<file path="config.mk">
export PLATFORM = sky130hd
export DESIGN_NAME = ex_mem_flag_stage
export DESIGN_NICKNAME = d
export VERILOG_FILES = /design/src/rtl/ex_mem_flag_stage_pkg.sv /design/src/rtl/ex_mem_flag_stage_branch_cond_eval.sv /design/src/rtl/ex_mem_flag_stage.sv
export SDC_FILE = /design/constraint.sdc
export NUM_CORES = 1
export LEC_CHECK = 0
export CORE_ASPECT_RATIO = 0.5
export CORE_MARGIN = 1.5
export CORE_UTILIZATION = 32
export CTS_CLUSTER_DIAMETER = 150
export CTS_CLUSTER_SIZE = 14
export DETAILED_ROUTE_END_ITERATION = 7
export PLACE_DENSITY = 0.71
export SLEW_MARGIN = 0
export SYNTH_ARGS = -nofsm -noshare
export SYNTH_HDL_FRONTEND = slang
export SYNTH_HIERARCHICAL = 1
export SYNTH_SLANG_ARGS = --single-unit
</file>
<file path="constraint.sdc">
create_clock -name clk -period 3.4 [get_ports clk]
set_input_delay 0.51 -clock clk [delete_from_list [all_inputs] [get_ports clk]]
set_output_delay 0.51 -clock clk [all_outputs]
set_load 0.02 [all_outputs]
</file>
<file path="src/rtl/ex_mem_flag_stage_pkg.sv">
// Shared definitions for the EX/MEM boundary: ALU op codes, branch condition
// codes, flag bit positions and the MEM latch payload layout.
package ex_mem_flag_stage_pkg;

    localparam int DATA_W = 16;
    localparam int REG_W  = 4;
    localparam int FLAG_W = 3;

    localparam logic [2:0] ALU_ADD  = 3'b000;
    localparam logic [2:0] ALU_SUB  = 3'b001;
    localparam logic [2:0] ALU_NAND = 3'b010;
    localparam logic [2:0] ALU_XOR  = 3'b011;
    localparam logic [2:0] ALU_INC  = 3'b100;
    localparam logic [2:0] ALU_SRA  = 3'b101;
    localparam logic [2:0] ALU_SRL  = 3'b110;
    localparam logic [2:0] ALU_SLL  = 3'b111;

    localparam logic [2:0] COND_NEQ    = 3'b000;
    localparam logic [2:0] COND_EQ     = 3'b001;
    localparam logic [2:0] COND_GT     = 3'b010;
    localparam logic [2:0] COND_LT     = 3'b011;
    localparam logic [2:0] COND_GTE    = 3'b100;
    localparam logic [2:0] COND_LTE    = 3'b101;
    localparam logic [2:0] COND_OVFL   = 3'b110;
    localparam logic [2:0] COND_UNCOND = 3'b111;

    localparam int FLAG_Z = 2;
    localparam int FLAG_V = 1;
    localparam int FLAG_N = 0;

    typedef struct packed {
        logic              valid;
        logic              reg_we;
        logic              mem_re;
        logic              mem_we;
        logic [DATA_W-1:0] result;
        logic [REG_W-1:0]  rd;
        logic [DATA_W-1:0] store_data;
    } mem_payload_t;

    // Arithmetic/logic ops update the flags; the three shifts do not.
    function automatic logic op_sets_flags(input logic [2:0] op);
        return op <= ALU_INC;
    endfunction

endpackage

</file>
<file path="src/rtl/ex_mem_flag_stage_branch_cond_eval.sv">
// Combinational evaluation of a branch condition code against [Z,V,N] flags.
module branch_cond_eval
    import ex_mem_flag_stage_pkg::*;
(
    input  logic [FLAG_W-1:0] flags,
    input  logic [2:0]        cond,
    output logic              taken
);

    logic z;
    logic v;
    logic n;

    assign z = flags[FLAG_Z];
    assign v = flags[FLAG_V];
    assign n = flags[FLAG_N];

    always_comb begin
        taken = 1'b0;
        case (cond)
            COND_NEQ:    taken = ~z;
            COND_EQ:     taken = z;
            COND_GT:     taken = ~z & ~n;
            COND_LT:     taken = n;
            COND_GTE:    taken = z | ~n;
            COND_LTE:    taken = n | z;
            COND_OVFL:   taken = v;
            COND_UNCOND: taken = 1'b1;
            default:     taken = 1'b0;
        endcase
    end

endmodule

</file>
<file path="src/rtl/ex_mem_flag_stage.sv">
// EX-to-MEM stage: commits ALU flags, resolves conditional branches against
// the committed flags, and latches the EX payload into the MEM pipeline slot.
module ex_mem_flag_stage
    import ex_mem_flag_stage_pkg::*;
(
    input  logic              clk,
    input  logic              rst,
    input  logic              stall,
    input  logic              ex_valid,
    input  logic [2:0]        ex_alu_op,
    input  logic [DATA_W-1:0] ex_alu_result,
    input  logic [FLAG_W-1:0] ex_alu_flags,
    input  logic              ex_is_branch,
    input  logic [2:0]        ex_cond,
    input  logic [DATA_W-1:0] ex_branch_target,
    input  logic [REG_W-1:0]  ex_rd,
    input  logic              ex_reg_we,
    input  logic              ex_mem_re,
    input  logic              ex_mem_we,
    input  logic [DATA_W-1:0] ex_store_data,
    output logic              mem_valid,
    output logic              mem_reg_we,
    output logic              mem_mem_re,
    output logic              mem_mem_we,
    output logic [DATA_W-1:0] mem_result,
    output logic [REG_W-1:0]  mem_rd,
    output logic [DATA_W-1:0] mem_store_data,
    output logic [FLAG_W-1:0] flags_q,
    output logic              branch_taken,
    output logic [DATA_W-1:0] branch_target,
    output logic [DATA_W-1:0] branch_cnt
);

    logic         ev;
    logic         cond_true;
    logic         alu_slot;
    mem_payload_t mem_q;

    // The instruction right behind a taken branch is wrong-path and is dropped.
    assign ev       = ex_valid & ~branch_taken;
    assign alu_slot = ev & ~ex_is_branch;

    branch_cond_eval u_cond (
        .flags (flags_q),
        .cond  (ex_cond),
        .taken (cond_true)
    );

    always_ff @(posedge clk) begin
        if (rst) begin
            flags_q       <= '0;
            branch_taken  <= 1'b0;
            branch_target <= '0;
            branch_cnt    <= '0;
            mem_q         <= '0;
        end else if (!stall) begin
            if (alu_slot && op_sets_flags(ex_alu_op)) begin
                flags_q <= ex_alu_flags;
            end

            if (ev && ex_is_branch && cond_true) begin
                branch_taken  <= 1'b1;
                branch_target <= ex_branch_target;
                branch_cnt    <= branch_cnt + 16'd1;
            end else begin
                branch_taken  <= 1'b0;
            end

            // Payload always loads; controls are qualified so a bubble never writes.
            mem_q.valid      <= alu_slot;
            mem_q.reg_we     <= alu_slot & ex_reg_we;
            mem_q.mem_re     <= alu_slot & ex_mem_re;
            mem_q.mem_we     <= alu_slot & ex_mem_we;
            mem_q.result     <= ex_alu_result;
            mem_q.rd         <= ex_rd;
            mem_q.store_data <= ex_store_data;
        end
    end

    assign mem_valid      = mem_q.valid;
    assign mem_reg_we     = mem_q.reg_we;
    assign mem_mem_re     = mem_q.mem_re;
    assign mem_mem_we     = mem_q.mem_we;
    assign mem_result     = mem_q.result;
    assign mem_rd         = mem_q.rd;
    assign mem_store_data = mem_q.store_data;

endmodule

</file>
==> results.md <==
* Status: completed
* Yosys Warn Count at 6
* Critical path capture point type: flop
* Io pins at approximately 150
* Cell taking the most area after synthesis: dfxtp_1
* Clock-pin slew on the worst setup and hold paths at 60 ps
* WL met1 at 3.311 mm
* R2R Setup Slk at 1350 ps
* Synth top cells by count: 76 x dfxtp_1, 48 x nor2_1, 43 x nand2_1, 38 x mux2i_1, 30 x a21oi_1
* CORE AREA at just under 9000 µm²
* Worst hold path class: flop to flop
* N_diodes at 0
* Fin nets at between 500 and 600
* Syn Area/Cell at 9.289 µm²
* Crit. Startpoint: ex_cond[0]
* Die height at 70.19 µm
* Slew HR at 52.44%
* Pre-CTS worst setup slack at 733.0 ps
* FMAX at 423.2 MHz
* Total number of vias at 2590
* Reg2reg start: flags_q[0]$_SDFFE_PP0P_
* Worst setup endpoint: branch_cnt[15]$_SDFFE_PP0P_
* Largest net degree at the start of global routing at 64
* DR WL/cell at roughly 13 µm
* Utilization after layout at 54.07%
* Worst Setup Start Kind: primary input
* Max-Cap Viols at 0
* Initial antenna violation count at 0
* Leak pwr at ~1.8 nW
* CTS tree: built
* H-tree Lvls at 3
* Register area share after synthesis at 52.66%
* Synth Cell Area at 2889 µm²
* Top-count cell post-synth: dfxtp_1
* Post-CTS Setup Bufs at 0
* Top cell type's share of synthesized area at a little over half
* DP Wirelength at 5.039 mm
* Post-synth EDFFs at 0
* Unrepaired setup endpoints after global routing: no
* Cts hold-fix bufs at 0
* Worst slew pin tran at 711.5 ps
* Top FF cell, synth: dfxtp_1
* DR iter-0 viols at 133
* GRT overflow at 0
* Crit path DAT at 2610 ps
* Initial core utilization at 33.06%
* Synth Instances at approximately 310
* Gr usage total at 15.61%
* Met3 wire len at approximately 310 µm
* Post-route ant nets at 0
* Drc violations at 0
* Top area cells in the synthesized netlist: dfxtp_1 53%, mux2i_1 13%, nor2_1 6.2%, nand2_1 5.6%, a21oi_1 5.2%
* Fin crit period at 2363 ps
* Fin. Hold Viols at 0
* Longest Clk Path Bufs at 2
* Layout area overhead at 63.53%
* Slew Limit Fails at 0
* Final worst setup slack at 1037 ps
* Hold Slack at 453.0 ps
* Clock Sink Count at 76
* Vias in the first global route at 2495
* Final Cycle Share at 69.49%
* First-pass GRT wire length at around 12 mm
* Avg Vias per Cell at 4.504
* Yosys cell types at 28
* Post-CTS sizing at 0
* Setup CP Type: primary input to flop
* Row Count at 24
* Gpl congestion at 0.7287
* Total iterations of the first detailed-routing run at 4
* Filler cell count at 810
* R2R depth at 7
* Die W at 137.4 µm
* DP Area at 4422 µm²
* Reg2reg end: branch_cnt[15]$_SDFFE_PP0P_
* Setup_tns at 0 ps
* DR top layer: met4
* IO buf count at 144
* Worst skew pair latency at between 300 and 400 ps
* Share of cells above drive strength 1 at about 5.9%
* Power per cell area at roughly 460 nW/µm²
* #FFs+latches synth at between 70 and 80
* Finished Cell Area at ~4700 µm²
* WL final at 7.240 mm
* Full die area at 9642 µm²
* Final Skew at 3.677 ps
* Setup Viol. Count Final at 0
* CP required at 3640 ps
* CP max FO at 7
* Inserted Clock Buffers at 9
* Met2 wire len at 3.530 mm
* Share of async-settable or async-resettable flops after synthesis at 0%
* Syn Nets at 381
* Peak supply drop at 276.6 µV
* Clk root buf: clkbuf_16
[critical path, stage by stage]
cell and delay (ps):
clkdlybuf4s50_1 540, nor2b_2 70, mux2i_1 140, o31a_1 130, o21a_1 170, and4_1 290, nand4_2 200, or3_1 400
a21oi_1 140
[area by class of cell]
type | count | area, µm² | area share (%)
Clock buffer | 11 | 252.7 | 5.350
Clock inverter | 5 | 50.05 | 1.059
Inverter | 3 | 11.26 | 0.2383
Multi-Input combinational cell | 216 | 1289 | 27.28
Sequential cell | 76 | 1521 | 32.20
Tap cell | 117 | 146.4 | 3.099
Timing Repair Buffer | 147 | 1454 | 30.77
[logic make-up (layout without fill, tap and decap cells)]
family,Yosys count,after routing,share of synthesized area (%)
buffers and inverters,19,166,2.728
adder cells (fa/ha/maj),1,1,0.4330
multiplexers,38,38,13.17
XOR/XNOR,8,8,2.425
AND/OR/NAND/NOR,125,125,20.35
flip-flops,76,76,52.66
AO/OA/AOI/OAI,44,44,8.229
[state kept, by name, indices dropped and copies added (netlist names)]
name,count
mem_rd,4
mem_mem_we,1
mem_store_data,16
mem_result,16
mem_reg_we,1
mem_mem_re,1
branch_taken,1
mem_valid,1
branch_cnt,16
branch_target,16
flags_q,3
[cells in the final DEF (no fill, tap or decap)]
cell type / Yosys / routed
nand2_1: 43 / 43
nand3b_1: 1 / 1
o21a_1: 1 / 1
or3_1: 6 / 6
dfxtp_1: 76 / 76
nand2b_1: 1 / 1
buf_2: 6 / 2
a31o_2: 1 / 1
ha_1: 1 / 1
xor2_1: 6 / 6
nand4_1: 4 / 4
xnor2_1: 2 / 2
clkinv_2: 0 / 4
buf_4: 0 / 3
nor3b_4: 1 / 1
o21ai_0: 8 / 8
o31a_1: 1 / 1
clkbuf_16: 0 / 9
nand4_2: 2 / 2
and4_1: 3 / 3
nor2_1: 48 / 48
a21oi_1: 30 / 30
nor2b_2: 1 / 1
clkdlybuf4s50_1: 0 / 142
nand3_1: 9 / 9
clkbuf_8: 0 / 2
inv_1: 3 / 3
bufinv_16: 0 / 1
and3_1: 5 / 5
nor4b_2: 1 / 1
mux2i_1: 38 / 38
a22oi_1: 3 / 3
[power breakdown]
| part | total (mW) | switching [mW] | leakage, nW | internal, mW |
|---|---|---|---|---|
| Sequential | 0.942 | 0.0177 | 0.621 | 0.924 |
| Combinational | 0.279 | 0.122 | 1.06 | 0.157 |
| Clock | 0.947 | 0.345 | 0.155 | 0.603 |
| Total | 2.17 | 0.484 | 1.84 | 1.68 |
[worst min-delay path by stage]
stage	start	slack, ps	end	cells past startpoint
global route	branch_target[0]$_SDFFE_PP0P_	470	branch_target[0]$_SDFFE_PP0P_	2
global placement	branch_target[1]$_SDFFE_PP0P_	440	branch_target[1]$_SDFFE_PP0P_	2
detailed placement	branch_target[1]$_SDFFE_PP0P_	450	branch_target[1]$_SDFFE_PP0P_	2
finish	branch_target[0]$_SDFFE_PP0P_	450	branch_target[0]$_SDFFE_PP0P_	2
floorplan	branch_target[0]$_SDFFE_PP0P_	530	branch_target[0]$_SDFFE_PP0P_	2
CTS	branch_target[1]$_SDFFE_PP0P_	450	branch_target[1]$_SDFFE_PP0P_	2
[metrics by stage]
| step | power (mW) | instances |
|---|---|---|
| 5_1_grt | 2.275 | 575 |
| 3_3_place_gp | 1.240 | 559 |
| 2_1_floorplan | 1.082 | 311 |
| 3_5_place_dp | 1.242 | 559 |
| 6_report | 2.168 | 575 |
| 4_1_cts | 2.208 | 575 |
[routing by layer]
metal	global-route usage (%)	up-vias
li1	-	1344
met1	18.23	1179
met2	26.13	61
met3	5.664	6
met4	6.082	0
met5	0	-
Power figures use the tool's default switching activity.
